===== config.mk =====
export PLATFORM = sky130hd
export DESIGN_NAME = exec_trace_tx
export DESIGN_NICKNAME = d
export VERILOG_FILES = /design/src/rtl/trace_pkg.sv /design/src/rtl/trace_fifo.sv /design/src/rtl/exec_trace_tx.sv
export SDC_FILE = /design/constraint.sdc
export NUM_CORES = 1
export LEC_CHECK = 0
export CORE_ASPECT_RATIO = 1.25
export CORE_MARGIN = 1.5
export CORE_UTILIZATION = 60
export DETAILED_ROUTE_END_ITERATION = 10
export HOLD_SLACK_MARGIN = 0.03
export PLACE_DENSITY_LB_ADDON = 0.1
export SLEW_MARGIN = 20
export SYNTH_ARGS = -nofsm -noshare
export SYNTH_HDL_FRONTEND = slang
export SYNTH_SLANG_ARGS = --single-unit

===== constraint.sdc =====
create_clock -name clock -period 3.6 [get_ports clock]
set_input_delay 0.72 -clock clock [delete_from_list [all_inputs] [get_ports clock]]
set_output_delay 0.72 -clock clock [all_outputs]
set_load 0.02 [all_outputs]

===== src/rtl/trace_pkg.sv =====
// Shared types and constants for the execution-trace UART transmitter.
package trace_pkg;

    typedef struct packed {
        logic [2:0] pc;
        logic [1:0] flags;
        logic [3:0] result;
    } trace_rec_t;

    typedef enum logic [2:0] {
        IDLE   = 3'd0,
        START  = 3'd1,
        DATA   = 3'd2,
        STOP   = 3'd3,
        PARITY = 3'd4
    } tx_state_t;

    localparam logic [2:0] SYNC_TAG = 3'b101;
    localparam logic       TX_IDLE  = 1'b1;

    // byte0 carries the sync tag so the host can re-align on record boundaries
    function automatic logic [7:0] rec_byte(input trace_rec_t rec, input logic sel);
        return sel ? {4'b0000, rec.result} : {SYNC_TAG, rec.pc, rec.flags};
    endfunction

endpackage


===== src/rtl/trace_fifo.sv =====
// Synchronous record FIFO; pointers carry an extra wrap bit for full/empty detection.
module trace_fifo
    import trace_pkg::*;
#(
    parameter int unsigned FIFO_DEPTH = 8
) (
    input  logic                        clock,
    input  logic                        rst_n,
    input  logic                        push,
    input  logic                        pop,
    input  trace_rec_t                  din,
    output trace_rec_t                  dout,
    output logic                        full,
    output logic                        empty,
    output logic [$clog2(FIFO_DEPTH):0] level
);

    localparam int unsigned AW = $clog2(FIFO_DEPTH);

    trace_rec_t  r_mem [FIFO_DEPTH];
    logic [AW:0] r_wptr;
    logic [AW:0] r_rptr;
    logic        w_push_ok;
    logic        w_pop_ok;

    assign empty = (r_wptr == r_rptr);
    assign full  = (r_wptr[AW] != r_rptr[AW]) && (r_wptr[AW-1:0] == r_rptr[AW-1:0]);
    assign level = r_wptr - r_rptr;
    assign dout  = r_mem[r_rptr[AW-1:0]];

    // A push into a full FIFO is still accepted when the head leaves in the same cycle
    assign w_pop_ok  = pop & ~empty;
    assign w_push_ok = push & (~full | w_pop_ok);

    always_ff @(posedge clock or negedge rst_n) begin
        if (!rst_n) begin
            r_wptr <= '0;
            r_rptr <= '0;
        end else begin
            if (w_push_ok) r_wptr <= r_wptr + 1'b1;
            if (w_pop_ok)  r_rptr <= r_rptr + 1'b1;
        end
    end

    always_ff @(posedge clock) begin
        if (w_push_ok) r_mem[r_wptr[AW-1:0]] <= din;
    end

endmodule


===== src/rtl/exec_trace_tx.sv =====
// Trace transmitter: queues {pc,flags,result} records and sends each as two UART bytes.
// Define TRACE_PARITY_EN for 8E1 framing (adds an even-parity bit); default is 8N1.
module exec_trace_tx
    import trace_pkg::*;
#(
    parameter int unsigned CLKS_PER_BIT = 868,
    parameter int unsigned FIFO_DEPTH   = 8
) (
    input  logic                        clock,
    input  logic                        rst_n,
    input  logic                        en,
    input  logic                        sample,
    input  logic [2:0]                  pc,
    input  logic [1:0]                  flags,
    input  logic [3:0]                  result,
    output logic                        tx,
    output logic                        busy,
    output logic                        overflow,
    output logic [$clog2(FIFO_DEPTH):0] fifo_level
);

    localparam int unsigned BW = $clog2(CLKS_PER_BIT);

    tx_state_t   r_state;
    trace_rec_t  r_rec;
    logic [BW-1:0] r_baud;
    logic [2:0]  r_bit_idx;
    logic        r_byte_sel;
    logic        r_tx;
    logic        r_overflow;

    trace_rec_t  w_in;
    trace_rec_t  w_dout;
    logic        w_full;
    logic        w_empty;
    logic        w_push;
    logic        w_pop;
    logic        w_bit_done;
    logic [7:0]  w_byte;

    assign w_in       = trace_rec_t'({pc, flags, result});
    assign w_push     = sample & en;
    assign w_pop      = (r_state == IDLE) & ~w_empty;
    assign w_bit_done = (r_baud == BW'(CLKS_PER_BIT - 1));
    assign w_byte     = rec_byte(r_rec, r_byte_sel);

    trace_fifo #(
        .FIFO_DEPTH(FIFO_DEPTH)
    ) u_fifo (
        .clock(clock),
        .rst_n(rst_n),
        .push (w_push),
        .pop  (w_pop),
        .din  (w_in),
        .dout (w_dout),
        .full (w_full),
        .empty(w_empty),
        .level(fifo_level)
    );

    always_ff @(posedge clock or negedge rst_n) begin
        if (!rst_n) begin
            r_state    <= IDLE;
            r_rec      <= '0;
            r_baud     <= '0;
            r_bit_idx  <= '0;
            r_byte_sel <= 1'b0;
        end else begin
            if (r_state == IDLE || w_bit_done) r_baud <= '0;
            else                               r_baud <= r_baud + 1'b1;

            case (r_state)
                IDLE: begin
                    if (!w_empty) begin
                        r_rec      <= w_dout;
                        r_byte_sel <= 1'b0;
                        r_state    <= START;
                    end
                end
                START: begin
                    if (w_bit_done) begin
                        r_bit_idx <= '0;
                        r_state   <= DATA;
                    end
                end
                DATA: begin
                    if (w_bit_done) begin
                        r_bit_idx <= r_bit_idx + 3'd1;
`ifdef TRACE_PARITY_EN
                        if (r_bit_idx == 3'd7) r_state <= PARITY;
`else
                        if (r_bit_idx == 3'd7) r_state <= STOP;
`endif
                    end
                end
`ifdef TRACE_PARITY_EN
                PARITY: begin
                    if (w_bit_done) r_state <= STOP;
                end
`endif
                STOP: begin
                    if (w_bit_done) begin
                        if (!r_byte_sel) begin
                            r_byte_sel <= 1'b1;
                            r_state    <= START;
                        end else begin
                            r_state <= IDLE;
                        end
                    end
                end
                default: r_state <= IDLE;
            endcase
        end
    end

    // tx is registered from the current state, lagging the FSM by one clock:
    // this gives the 2-cycle sample-to-start latency and one idle-high cycle between records.
    always_ff @(posedge clock or negedge rst_n) begin
        if (!rst_n) begin
            r_tx <= TX_IDLE;
        end else begin
            case (r_state)
                START:   r_tx <= 1'b0;
                DATA:    r_tx <= w_byte[r_bit_idx];
`ifdef TRACE_PARITY_EN
                PARITY:  r_tx <= ^w_byte;
`endif
                default: r_tx <= TX_IDLE;
            endcase
        end
    end

    always_ff @(posedge clock or negedge rst_n) begin
        if (!rst_n)                          r_overflow <= 1'b0;
        else if (w_push & w_full & ~w_pop)   r_overflow <= 1'b1;
    end

    assign tx       = r_tx;
    assign overflow = r_overflow;
    assign busy     = (r_state != IDLE) | (fifo_level != '0);

endmodule


# == Yosys cells after proc, flatten, opt, wreduce, memory -nomap -nowiden ==
# Memory sizes are Yosys's and may differ from the RTL's. A register that Yosys moved wholly into a read port is not among the register bits.
# Cells that the tools add are included.
# word_totals
reg_bits,27
latchBits,0
ram_bits,72
rom_bits,0
inputBits,13
out_inout_bits,7
elab_cells,71
n_memories,1
# op_classes
add_sub_neg,5
mul,0
div,0
magnitude_cmp,1
n_eq_ne,13
shifts,0
mux,20
bitwise_logic,11
reduce_logical,12
# mem_list
name,depth,width,read_ports,rd_ports_with_merged_regs,wr,line,source
u_fifo.r_mem,8,9,1,1,1,trace_fifo.sv:20,trace_rec_t r_mem [FIFO_DEPTH];
# ops
cell,count
3-bit two-way mux,7
3-bit case mux with 4 select lines,1
10-bit by 1-bit adder with 10-bit output (second input constant),1
10-bit == test (second input constant),1
10-bit two-way mux,1
2-bit != test (second input constant),5
4-bit by 1-bit adder with 4-bit output (second input constant),2
8-bit two-way mux,1
1-bit bitwise AND,6
3-bit by 2-bit == test with 1-bit output (second input constant),2
1-bit two-way mux,6
3-bit case mux with 2 select lines,1
3-bit AND reduction,2
5-bit AND reduction,1
4-bit == test,1
3-bit by 4-bit < comparator with 1-bit output (second input constant),1
1-bit case mux with 2 select lines,2
2-bit nonzero test,2
4-bit nonzero test,1
4-bit subtractor,1
3-bit by 1-bit adder with 3-bit output (second input constant),1
1-bit binary-select mux with 3-bit select,1
3-bit by 1-bit == test with 1-bit output (second input constant),1
3-bit == test,1
other kinds (10),13

# == Longest topological paths before layout ==
# Gate-level depths: netlist of the first run.
# depth
ltp_word,8
ltp_mapped,8
depth_no_buf,7

# == By module ==
# From an unflattened synthesis of the first run, not the netlist that was laid out.
# unflattened
cells_unflattened,298
area_unflattened_um2,4605.7
# modules_own_cells
module,instances,cells_each,area_each_um2,seq_area_each_um2
trace_fifo,1,183,3255.6,2362.3
exec_trace_tx,1,115,1350.0,676.9

# == Worst setup path after synthesis of the first run ==
# Ideal clock, no wire load.
# synth_timing
path_type,flip-flop to output port
start,register u_fifo.r_rptr[1]
end,output port busy
t_arrival_ns,2.019
t_required_ns,2.880
slack_ns,0.861
path_stages_with_launch,8
n_path_buf,1
cell_sequence,dfrtp_1 > clkbuf_1 > inv_1 > ha_1 > nor2b_1 > o21ai_0 > a21oi_1 > o21ai_0
# synth_between
elab_chain_cells,3
# synth_rtl
item,line,source
"start, declared",trace_fifo.sv:22,logic [AW:0] r_rptr;
"start signal, assigned",trace_fifo.sv:41,if (w_pop_ok) r_rptr <= r_rptr + 1'b1;
4-bit subtractor,trace_fifo.sv:28,assign level = r_wptr - r_rptr;
4-bit nonzero test,exec_trace_tx.sv:140,assign busy = (r_state != IDLE) | (fifo_level != '0);
1-bit bitwise OR,exec_trace_tx.sv:140,
"end, declared",exec_trace_tx.sv:17,"output logic busy,"
# No other way between the ends.

# == Worst setup path in the final report of the first run ==
# layout_timing
start,register u_fifo.r_wptr[0]
end,output port busy
# layout_between
elab_chain_cells,3
# layout_rtl
item,line,source
"start, declared",trace_fifo.sv:21,logic [AW:0] r_wptr;
"start signal, assigned",trace_fifo.sv:40,if (w_push_ok) r_wptr <= r_wptr + 1'b1;
4-bit subtractor,trace_fifo.sv:28,
4-bit nonzero test,exec_trace_tx.sv:140,
1-bit bitwise OR,exec_trace_tx.sv:140,
# No other way between the ends.

==> out/results.env, run 1 <==
FIRST_PASS_GRT_WIRE_LENGTH_UM=12400
HOLD_VIOL=0
WORST_HOLD_PATH.ENDPOINT='overflow$_DFFE_PN0P_'
GRT_USAGE=0.216
RSZ0062_AT_GRT='false'
REGTOREGSTARTPOINT='u_fifo.r_wptr[2]$_DFFE_PN0P_'
WORST_SLEW_PIN_SLEW_NS=0.444
FIRST_ITER_VIOLATIONS=130
DIE_H_UM=101
LAYOUT_COMMONEST_CELL='edfxtp_1'
CTS_SINKS=107
POSTPLACECELLAREA_SQ_UM=4940
GRT.OVERFLOW.TOTAL=0
MAXSLEWHEADROOM=0.704
WORST_CASE_CLOCK_BUFFER_DEPTH=2
CLKLATENCYLATEPIN_NS=0.37
N_ANTENNA_CELL=0
TRITONCTS='built'
CTS_MADE_BUFFERS=9
TIMING.FINAL.MAX_SLEW_VIOLATIONS=0
WORSTREG2REGEND='r_state[1]$_DFFE_PN0P_'
MOST-COMMON-LAYOUT-CELLS='edfxtp_1, dfrtp_1, mux4_2'
SYNTH_EDF_COUNT=72
POST_CTS_HOLD_BUFFER_COUNT=0
CRITPATHREQUIREDTIME_NS=2.88
OUTCOME='completed'
WORST_IR_DROP_ON_VDD_mV=0.466
FINALWEIGHTEDCONGESTION=0.748
ENDPOINT_ARRIVAL_TIME_ON_THE_CRITICAL_PATH_NS=2.53
YOSYS.CELL_TYPES.COUNT=42
DRT-WIRELENGTH-PER-CELL_UM=18.5
TOTALWIRELENGTH_UM=7750
LAYOUT-AREA-OVERHEAD-VS-SYNTH_PCT=12.2
WORST_HOLD_PATH_TYPE='flip-flop to flip-flop'
ANT_NETS=0
GRT_PASS1_VIAS=2442
VIAS=2431
H-TREE-DEPTH=3
FLOORPLAN.DIE_AREA_SQ_UM=8160
POSTSYNTH.ASYNCRESETSHARE=0.327
TIMING.FMAX_GHz=0.308
FINAL.SETUP_SKEW_NS=0.0158
SYNTHESIS_STAGE_REGISTER_BIT_COUNT=107
SEQ_AREA_FRAC_SYNTH=0.665
FIN_SETUP_TNS_NS=0
ROUTED_VIA_DENSITY=5.80
STD_CELL_ROWS=35
TIMING.CRITICAL_PATH.TO_TYPE='output pin'
FIN_UTIL=0.693
FINAL_LAYOUT_SIZE_SUFFIX_GT1_FRAC=0.183
DESIGN.FINAL.NETS=348
FIN_CELLS=419
START_UTIL=0.618
CTS_RESIZED=0
P_LEAK_nW=1.94
SYNTH.AVG_CELL_AREA_SQ_UM=15.9
FINAL.PERIOD_UTILIZATION=0.902
SYNTH_TOP_FLOP_CELL='edfxtp_1'
CRITICALPATHCATEGORY='flip-flop to output pin'
PLACEDCELLCOUNT=403
DIE-WIDTH_UM=81.1
COREAREA_SQ_UM=7400
LAYOUT.CELL_AREA.NON_FILLER_SQ_UM=5130
ROUTE.DETAILED.DRC=0
STARTPOINT_TYPE='flip-flop'
MIN-DELAY-START='overflow$_DFFE_PN0P_'
SYN-INSTANCE-COUNT=288
FIRSTDRTPASSITERS=4
SYNTH_FP_NETS=314
PIN_COUNT_OF_THE_BIGGEST_NET_ENTERING_GLOBAL_ROUTING=36
SETUP_VIOLATIONS=0
TIMING.REG2REG.SETUP_SLACK_NS=1.55
BUFFERS_INSERTED_DURING_POST_CTS_SETUP_OPTIMIZATION=0
IO_PINS=20
CLOCK-ROOT-BUFFER='clkbuf_8'
TIMING.MAX_CAP.VIOLATIONS=0
CELL_AREA_AFTER_TECHNOLOGY_MAPPING_SQ_UM=4570
CELLPOWERDENSITY_nW_PER_UM2=766
CTS.REPORTEDPATHS.CLKPINSLEW_NS=0.10
R2R.WORST_PATH.CELLS=5
ANTENNA_FOUND_INITIAL=0
PLACEMENT.IO_BUFFERS=19
SYNTHESIS.YOSYS.WARNINGS=0
DP_HPWL_UM=5180
FINALWORSTPATHREQUIREDPERIOD_NS=3.25
CRITPATHMAXFANOUT=7
WORSTHOLDPATHCELLS=1
-- area by class of cell --
class,count,area [sq um]
timing repair buffer,33,295
multi-input combinational,156,1430
sequential,107,3040
fill,519,2270
inverter,15,56.3
tap,92,115
clock inverter,7,70.1
clock buffer,9,124
-- cells in the mapped netlist, types with 3 or more instances --
library cell,number,area [sq um]
mux4_2,20,450
mux2i_1,9,90.1
edfxtp_1,72,2160
o21ai_0,12,60.1
nand3_1,6,30.0
and3_1,3,18.8
buf_2,5,25.0
nand2_1,14,52.6
clkbuf_1,3,11.3
inv_1,15,56.3
xnor2_1,10,87.6
nor4_1,4,25.0
xor2_1,7,61.3
mux2_2,3,33.8
ha_1,12,150
nor3_1,9,45.0
nor2_1,18,67.6
dfrtp_1,34,851
-- worst max-delay path, stage by stage (launching register included) --
cell and delay [ns]:
dfrtp_1 0.47, inv_1 0.10, ha_1 0.16, inv_1 0.05, fa_1 0.38, xor2_1 0.17, nor4_1 0.15, o21ai_0 0.13
clkdlybuf4s50_1 0.55
-- power breakdown --
part | leakage [nW] | total [mW] | internal (mW) | switching (mW)
registers | 1.09 | 1.68 | 1.53 | 0.146
clock network | 0.0977 | 0.707 | 0.275 | 0.433
logic | 0.749 | 1.55 | 0.728 | 0.821
total | 1.94 | 3.93 | 2.53 | 1.40
-- worst max-delay path by stage --
stage / from / endpoint / slack, ns / cells after the start
6_report: u_fifo.r_wptr[0]$_DFFE_PN0P_ / busy / 0.35 / 8
5_1_grt: u_fifo.r_wptr[0]$_DFFE_PN0P_ / busy / 0.15 / 8
4_1_cts: u_fifo.r_wptr[0]$_DFFE_PN0P_ / busy / 0.31 / 8
3_5_place_dp: u_fifo.r_wptr[0]$_DFFE_PN0P_ / busy / 0.73 / 8
3_3_place_gp: u_fifo.r_wptr[0]$_DFFE_PN0P_ / busy / 0.81 / 8
2_1_floorplan: u_fifo.r_rptr[1]$_DFFE_PN0P_ / busy / 0.86 / 7
-- layer usage --
layer | wire length (um) | vias to the layer above | global-route usage
met5 | 0 | - | 0
met4 | 114 | 0 | 0.0756
met3 | 264 | 8 | 0.0407
met2 | 4040 | 44 | 0.363
met1 | 3330 | 1228 | 0.281
li1 | - | 1151 | -
-- metrics by stage --
step	total power [mW]	worst slack, ns	hold slack [ns]
global placement	3.23	0.807	0.448
floorplan	2.80	0.861	0.424
finish	3.93	0.353	0.475
detailed placement	3.28	0.730	0.456
global route	4.19	0.146	0.493
CTS	3.99	0.314	0.483
-- cells by family (layout without fill, tap and decap cells) --
kind of cell               count (synthesis)  in the layout  share of synthesized area
AOI/OAI and AO/OA                         26             26                     0.0405
xor gates and xnor gates                  17             17                     0.0326
adders and majority gates                 13             13                     0.0372
buffers and inverters                     25             64                     0.0235
DFF                                      107            107                      0.665
muxes                                     33             33                      0.129
and+or+nand+nor                           67             67                     0.0728
-- registers in the layout, indices dropped and copies added (netlist names) --
| signal | count |
|---|---|
| r_baud | 10 |
| r_bit_idx | 3 |
| r_byte_sel | 1 |
| overflow | 1 |
| u_fifo.r_mem | 72 |
| r_rec | 9 |
| u_fifo.r_rptr | 4 |
| r_state | 2 |
| u_fifo.r_wptr | 4 |
| tx | 1 |
Power figures use the tool's default switching activity.
==> run 2, diff against run 1 <==
Settings changed: PLACE_DENSITY set to 0.79, PLACE_DENSITY_LB_ADDON 0.1 to not set.
==> run 2 against run 1 <==
Net effect: worst hold slack improved by 0.013 ns; fmax decreased by 3.4%; total power rose by 0.41%; first-iteration DRC count fell by 21%; sequential share of layout area about the same; cell area about the same; combinational power about the same; count of clock-buffer cells in the layout is the same; critical path type unchanged.
==> out/results.env, run 2 (synthesis gave the netlist of run 1 again) <==
REGTOREGSTARTPOINT='u_fifo.r_wptr[0]$_DFFE_PN0P_'
TIMING.FMAX_GHz=0.298
DESIGN.FINAL.NETS=347
TRITONCTS='built'
POSTPLACECELLAREA_SQ_UM=4930
MULTI_INPUT_COMB_AREA_SQ_UM=1430
PLACEMENT.IO_BUFFERS=19
POST_CTS_HOLD_BUFFER_COUNT=0
START_UTIL=0.618
DESIGN_POWER_TOTAL_mW=3.95
TIMING.FINAL.MAX_SLEW_VIOLATIONS=0
CRITPATHMAXFANOUT=7
ENDPOINT_ARRIVAL_TIME_ON_THE_CRITICAL_PATH_NS=2.64
RSZ0062_AT_GRT='false'
ROUTE.DETAILED.DRC=0
GROUTE.LAYER.MET3.USAGE=0.0416
CTS_MADE_BUFFERS=9
MOST-COMMON-LAYOUT-CELLS='edfxtp_1, dfrtp_1, mux4_2'
GRT.BUSIEST_LAYER='met2'
FIRSTDRTPASSITERS=4
STD_CELL_ROWS=35
CP-STARTPOINT='u_fifo.r_wptr[0]$_DFFE_PN0P_'
WORST_SLEW_PIN_SLEW_NS=0.515
FINALWEIGHTEDCONGESTION=0.791
GRT_UTIL_MET2=0.378
GRT_PASS1_VIAS=2527
IO_PINS=20
TERMINATION_OF_THE_WORST_SETUP_PATH='busy'
VIAS=2481
TIMING.REG2REG.SETUP_SLACK_NS=1.53
WORST_CASE_CLOCK_BUFFER_DEPTH=2
LAYOUT.CELL_AREA.NON_FILLER_SQ_UM=5130
ANTENNA_FOUND_INITIAL=0
FIRST_PASS_GRT_WIRE_LENGTH_UM=12700
CTS_RESIZED=0
GRT.MET1_USAGE=0.275
ROUTED_VIA_DENSITY=5.94
P_LEAK_nW=1.94
FIN_CELLS=418
TIMING.MAX_CAP.VIOLATIONS=0
WORST_HOLD_PATH_TYPE='flip-flop to flip-flop'
FINAL.PERIOD_UTILIZATION=0.933
LARGEST_REGISTER_FFS=72
BUFFERS_INSERTED_DURING_POST_CTS_SETUP_OPTIMIZATION=0
DRT-WIRELENGTH-PER-CELL_UM=18.9
CTS_SINKS=107
GRT_USAGE=0.219
WORST_IR_DROP_ON_VDD_mV=0.422
LAYOUT_COMMONEST_CELL='edfxtp_1'
TOTALWIRELENGTH_UM=7910
FIN_SETUP_TNS_NS=0
DP_HPWL_UM=5170
CRITPATHREQUIREDTIME_NS=2.88
PLACEDCELLCOUNT=402
FIRST_ITER_VIOLATIONS=103
FINAL.SETUP_SKEW_NS=0.0116
LAYOUT-AREA-OVERHEAD-VS-SYNTH_PCT=12.2
SETUP_VIOLATIONS=0
R2R.WORST_PATH.CELLS=6
MAXSLEWHEADROOM=0.654
DIE_H_UM=101
COREAREA_SQ_UM=7400
FINALWORSTPATHREQUIREDPERIOD_NS=3.36
FLOORPLAN.DIE_AREA_SQ_UM=8160
FINAL_LAYOUT_SIZE_SUFFIX_GT1_FRAC=0.181
TIMING.CRITICAL_PATH.TO_TYPE='output pin'
CLOCK-ROOT-BUFFER='clkbuf_8'
GRT.OVERFLOW.TOTAL=0
OUTCOME='completed'
ANT_NETS=0
DIE-WIDTH_UM=81.1
FILLERINSTANCES=510
CTS.REPORTEDPATHS.CLKPINSLEW_NS=0.10
H-TREE-DEPTH=3
N_ANTENNA_CELL=0
HOLD_VIOL=0
LAYOUT.AREA.SEQ_SQ_UM=3040
STARTPOINT_TYPE='flip-flop'
CELLPOWERDENSITY_nW_PER_UM2=770
CLKLATENCYLATEPIN_NS=0.37
CRITICALPATHCATEGORY='flip-flop to output pin'
WORSTREG2REGEND='u_fifo.r_mem[1][2]$_DFFE_PP_'
PIN_COUNT_OF_THE_BIGGEST_NET_ENTERING_GLOBAL_ROUTING=36
run 2: cell count changes in the layout (fill, tap and decap cells not counted), sizes merged:
cell | previous run | this run
buf | 14 | 13
clkinv | 1 | 2
inv | 20 | 19
run 2: how the worst min path moves through the flow:
| stage | start | endpoint | slack [ns] | cells after the start |
|---|---|---|---|---|
| finish | r_rec[0]$_DFFE_PN0P_ | r_rec[0]$_DFFE_PN0P_ | 0.49 | 2 |
| global route | r_baud[0]$_DFF_PN0_ | r_baud[0]$_DFF_PN0_ | 0.52 | 1 |
| CTS | r_baud[0]$_DFF_PN0_ | r_baud[0]$_DFF_PN0_ | 0.49 | 1 |
| detailed placement | r_rec[3]$_DFFE_PN0P_ | r_rec[3]$_DFFE_PN0P_ | 0.47 | 2 |
| global placement | overflow$_DFFE_PN0P_ | overflow$_DFFE_PN0P_ | 0.44 | 1 |
| floorplan | rst_n | overflow$_DFFE_PN0P_ | 0.42 | 0 |
run 2: report_power, final:
| part | switching, mW | internal (mW) |
|---|---|---|
| clock network | 0.441 | 0.276 |
| registers | 0.150 | 1.53 |
| logic | 0.829 | 0.722 |
| total | 1.42 | 2.53 |
run 2: worst max-delay path: stages (launching register included):
cell	delay (ns)
dfrtp_1	0.50
inv_1	0.11
ha_1	0.21
inv_1	0.07
fa_1	0.43
nor4_1	0.24
o21ai_0	0.15
clkdlybuf4s50_1	0.55
run 2: area by class of cell:
type / count / area share
Clock inverter: 7 / 0.0146
Multi-Input combinational cell: 156 / 0.279
Tap cell: 92 / 0.0224
Timing Repair Buffer: 32 / 0.0561
Sequential cell: 107 / 0.592
Clock buffer: 9 / 0.0241
Inverter: 15 / 0.0110
run 2: per-layer routing:
metal | wire length, um | up-vias
li1 | - | 1152
met5 | 0 | -
met3 | 311 | 11
met1 | 3330 | 1270
met2 | 4140 | 48
met4 | 129 | 0
run 2: per-stage QoR:
stage / hold slack [ns] / setup WS, ns / util
2_1_floorplan: 0.424 / 0.861 / -
3_3_place_gp: 0.440 / 0.747 / 0.666
3_5_place_dp: 0.470 / 0.678 / 0.666
4_1_cts: 0.490 / 0.243 / 0.693
5_1_grt: 0.517 / 0.0961 / 0.693
6_report: 0.488 / 0.240 / 0.693
==> run 3, diff against run 2 <==
Settings changed: REMOVE_ABC_BUFFERS set to 1.
==> run 3 against run 2 <==
Net effect: count of clock-buffer cells in the layout grew 1; critical endpoint unchanged; register-to-register slack worse by 0.20 ns; combinational power hardly changed; global-route usage rose by 0.69 points; largest cell class unchanged; non-clock buffer count unchanged; via count is 0.97% lower; sequential power barely moved; largest power group unchanged; first-iteration DRC count up 42%; sequential share of layout area grew 0.12 points.
==> out/results.env, run 3 (synthesis gave the netlist of run 1 again) <==
FLOORPLAN.DIE_AREA_SQ_UM=8160
CP_SLOWEST_STAGE_DELAY_NS=0.55
WORSTPATHCELLLIST='inv_1 > ha_1 > inv_1 > fa_1 > xor2_1 > nor4_1 > o21ai_0 > clkdlybuf4s50_1'
MULTI_INPUT_COMB_AREA_SQ_UM=1430
WORST_CASE_CLOCK_BUFFER_DEPTH=2
TIMING.CRITICAL_PATH.TO_TYPE='output pin'
COREAREA_SQ_UM=7400
FINALWORSTPATHREQUIREDPERIOD_NS=3.24
CP-STARTPOINT='u_fifo.r_wptr[0]$_DFFE_PN0P_'
MAXSLEWHEADROOM=0.459
ROUTED_VIA_DENSITY=5.88
P_LEAK_nW=1.93
BUFFERS_INSERTED_DURING_POST_CTS_SETUP_OPTIMIZATION=0
FINAL_LAYOUT_SIZE_SUFFIX_GT1_FRAC=0.178
PIN_COUNT_OF_THE_BIGGEST_NET_ENTERING_GLOBAL_ROUTING=36
CRITPATHREQUIREDTIME_NS=2.88
STD_CELL_ROWS=35
TIMING.REG2REG.SETUP_SLACK_NS=1.33
CLKLATENCYLATEPIN_NS=0.36
R2R.WORST_PATH.CELLS=6
CRITICAL_PATH_BUF_INV_COUNT=3
GRT_PASS1_VIAS=2611
CPLARGESTDELAYFAMILY='buffers and inverters'
FIRST_PASS_GRT_WIRE_LENGTH_UM=13100
CTS_RESIZED=0
FINAL.PERIOD_UTILIZATION=0.901
FIRST_ITER_VIOLATIONS=146
CP_SLOWEST_CELL='clkdlybuf4s50_1'
H-TREE-DEPTH=3
REGTOREGSTARTPOINT='u_fifo.r_wptr[2]$_DFFE_PN0P_'
CTS.REPORTEDPATHS.CLKPINSLEW_NS=0.10
TERMINATION_OF_THE_WORST_SETUP_PATH='busy'
WORSTREG2REGEND='r_rec[4]$_DFFE_PN0P_'
LARGEST_REGISTER_FFS=72
CTS_MADE_BUFFERS=9
FINAL.SETUP_SKEW_NS=0.0151
CELLPOWERDENSITY_nW_PER_UM2=763
FILLERINSTANCES=475
DIE_H_UM=101
N_ANTENNA_CELL=0
ENDPOINT_ARRIVAL_TIME_ON_THE_CRITICAL_PATH_NS=2.52
PATH_COMMON_CELL='inv_1'
SETUP_WS_NS=0.357
TIMING.FMAX_GHz=0.308
GRT.OVERFLOW.TOTAL=0
DIE-WIDTH_UM=81.1
LAYOUT.AREA.SEQ_SQ_UM=3040
CRITPATHMAXFANOUT=7
STARTPOINT_TYPE='flip-flop'
FIRSTDRTPASSITERS=4
WORST_HOLD_PATH_TYPE='flip-flop to flip-flop'
LAYOUT-AREA-OVERHEAD-VS-SYNTH_PCT=12.0
DPL_WORST_SLACK_NS=0.758
START_UTIL=0.618
CRITICALPATHCATEGORY='flip-flop to output pin'
WORST_SLEW_PIN_SLEW_NS=0.805
WORST-PATH-STAGES=8
TOTALWIRELENGTH_UM=7940
GRT_USAGE=0.226
VIAS=2457
TIMING.FINAL.MAX_SLEW_VIOLATIONS=0
FIN_SETUP_TNS_NS=0
MOST-COMMON-LAYOUT-CELLS='edfxtp_1, dfrtp_1, mux4_2'
ROUTE.DETAILED.DRC=0
LAYOUT_COMMONEST_CELL='edfxtp_1'
TIMING.MAX_CAP.VIOLATIONS=0
ANTENNA_FOUND_INITIAL=0
IO_PINS=20
RSZ0062_AT_GRT='false'
PLACEMENT.IO_BUFFERS=19
DESIGN.FINAL.NETS=347
CLOCK-ROOT-BUFFER='clkbuf_8'
CTS_SINKS=107
HOLD_VIOL=0
FINALWEIGHTEDCONGESTION=0.801
OUTCOME='completed'
DP_HPWL_UM=5220
ANT_NETS=0
WORST_IR_DROP_ON_VDD_mV=0.522
SETUP_VIOLATIONS=0
TRITONCTS='built'
POST_CTS_HOLD_BUFFER_COUNT=0
DRT-WIRELENGTH-PER-CELL_UM=19.0
==> run 3: changes by cell type in the layout (fill, tap and decap cells not counted), sizes merged <==
cell,delta
clkbuf,+1
inv,-1
==> run 3: cell type report <==
cell class                      count  area share
Inverter                           15      0.0110
Tap cell                           92      0.0225
Clock buffer                       10      0.0249
Multi-Input combinational cell    156       0.280
Sequential cell                   107       0.594
Timing Repair Buffer               32      0.0562
Clock inverter                      6      0.0120
==> run 3: layer usage <==
metal,global-route usage,wire length [um],up-vias
met3,0.0525,207,8
met5,0,0,-
li1,-,-,1145
met2,0.401,4310,28
met1,0.273,3320,1276
met4,0.0676,97,0
==> run 3: power breakdown <==
group | total, mW | internal, mW | leakage [nW] | switching [mW]
sequential | 1.68 | 1.53 | 1.09 | 0.148
clock | 0.686 | 0.269 | 0.0922 | 0.417
combinational | 1.54 | 0.722 | 0.744 | 0.822
total | 3.91 | 2.52 | 1.93 | 1.39
==> run 3: worst min-delay path by stage <==
stage                                     from                    to  slack [ns]  cells after the start
final                     r_rec[3]$_DFFE_PN0P_  r_rec[3]$_DFFE_PN0P_        0.49                      2
after global routing      overflow$_DFFE_PN0P_  overflow$_DFFE_PN0P_        0.53                      1
after CTS                 overflow$_DFFE_PN0P_  overflow$_DFFE_PN0P_        0.49                      1
after detailed placement  overflow$_DFFE_PN0P_  overflow$_DFFE_PN0P_        0.46                      1
after global placement    overflow$_DFFE_PN0P_  overflow$_DFFE_PN0P_        0.44                      1
after floorplan                          rst_n  overflow$_DFFE_PN0P_        0.42                      0
==> run 3: metrics by stage <==
| step | instance area, sq um | hold WS (ns) | util | total power [mW] | instances |
|---|---|---|---|---|---|
| 3_5_place_dp | 4930 | 0.456 | 0.666 | 3.26 | 402 |
| 3_3_place_gp | 4930 | 0.442 | 0.666 | 3.20 | 402 |
| 6_report | 5120 | 0.488 | 0.692 | 3.91 | 418 |
| 5_1_grt | 5120 | 0.526 | 0.692 | 4.15 | 418 |
| 4_1_cts | 5120 | 0.490 | 0.692 | 3.94 | 418 |
| 2_1_floorplan | 4520 | 0.424 | - | 2.75 | 278 |
==> run 3: worst reg2reg max path, delay by kind of cell, from the launching register on <==
family / cells / cell delay (ns)
AO/OA/AOI/OAI: 2 / 0.75
adder cells (fa/ha/maj): 1 / 0.38
buffers and inverters: 1 / 0.31
flip-flops: 1 / 0.49
AND/OR/NAND/NOR: 2 / 0.23
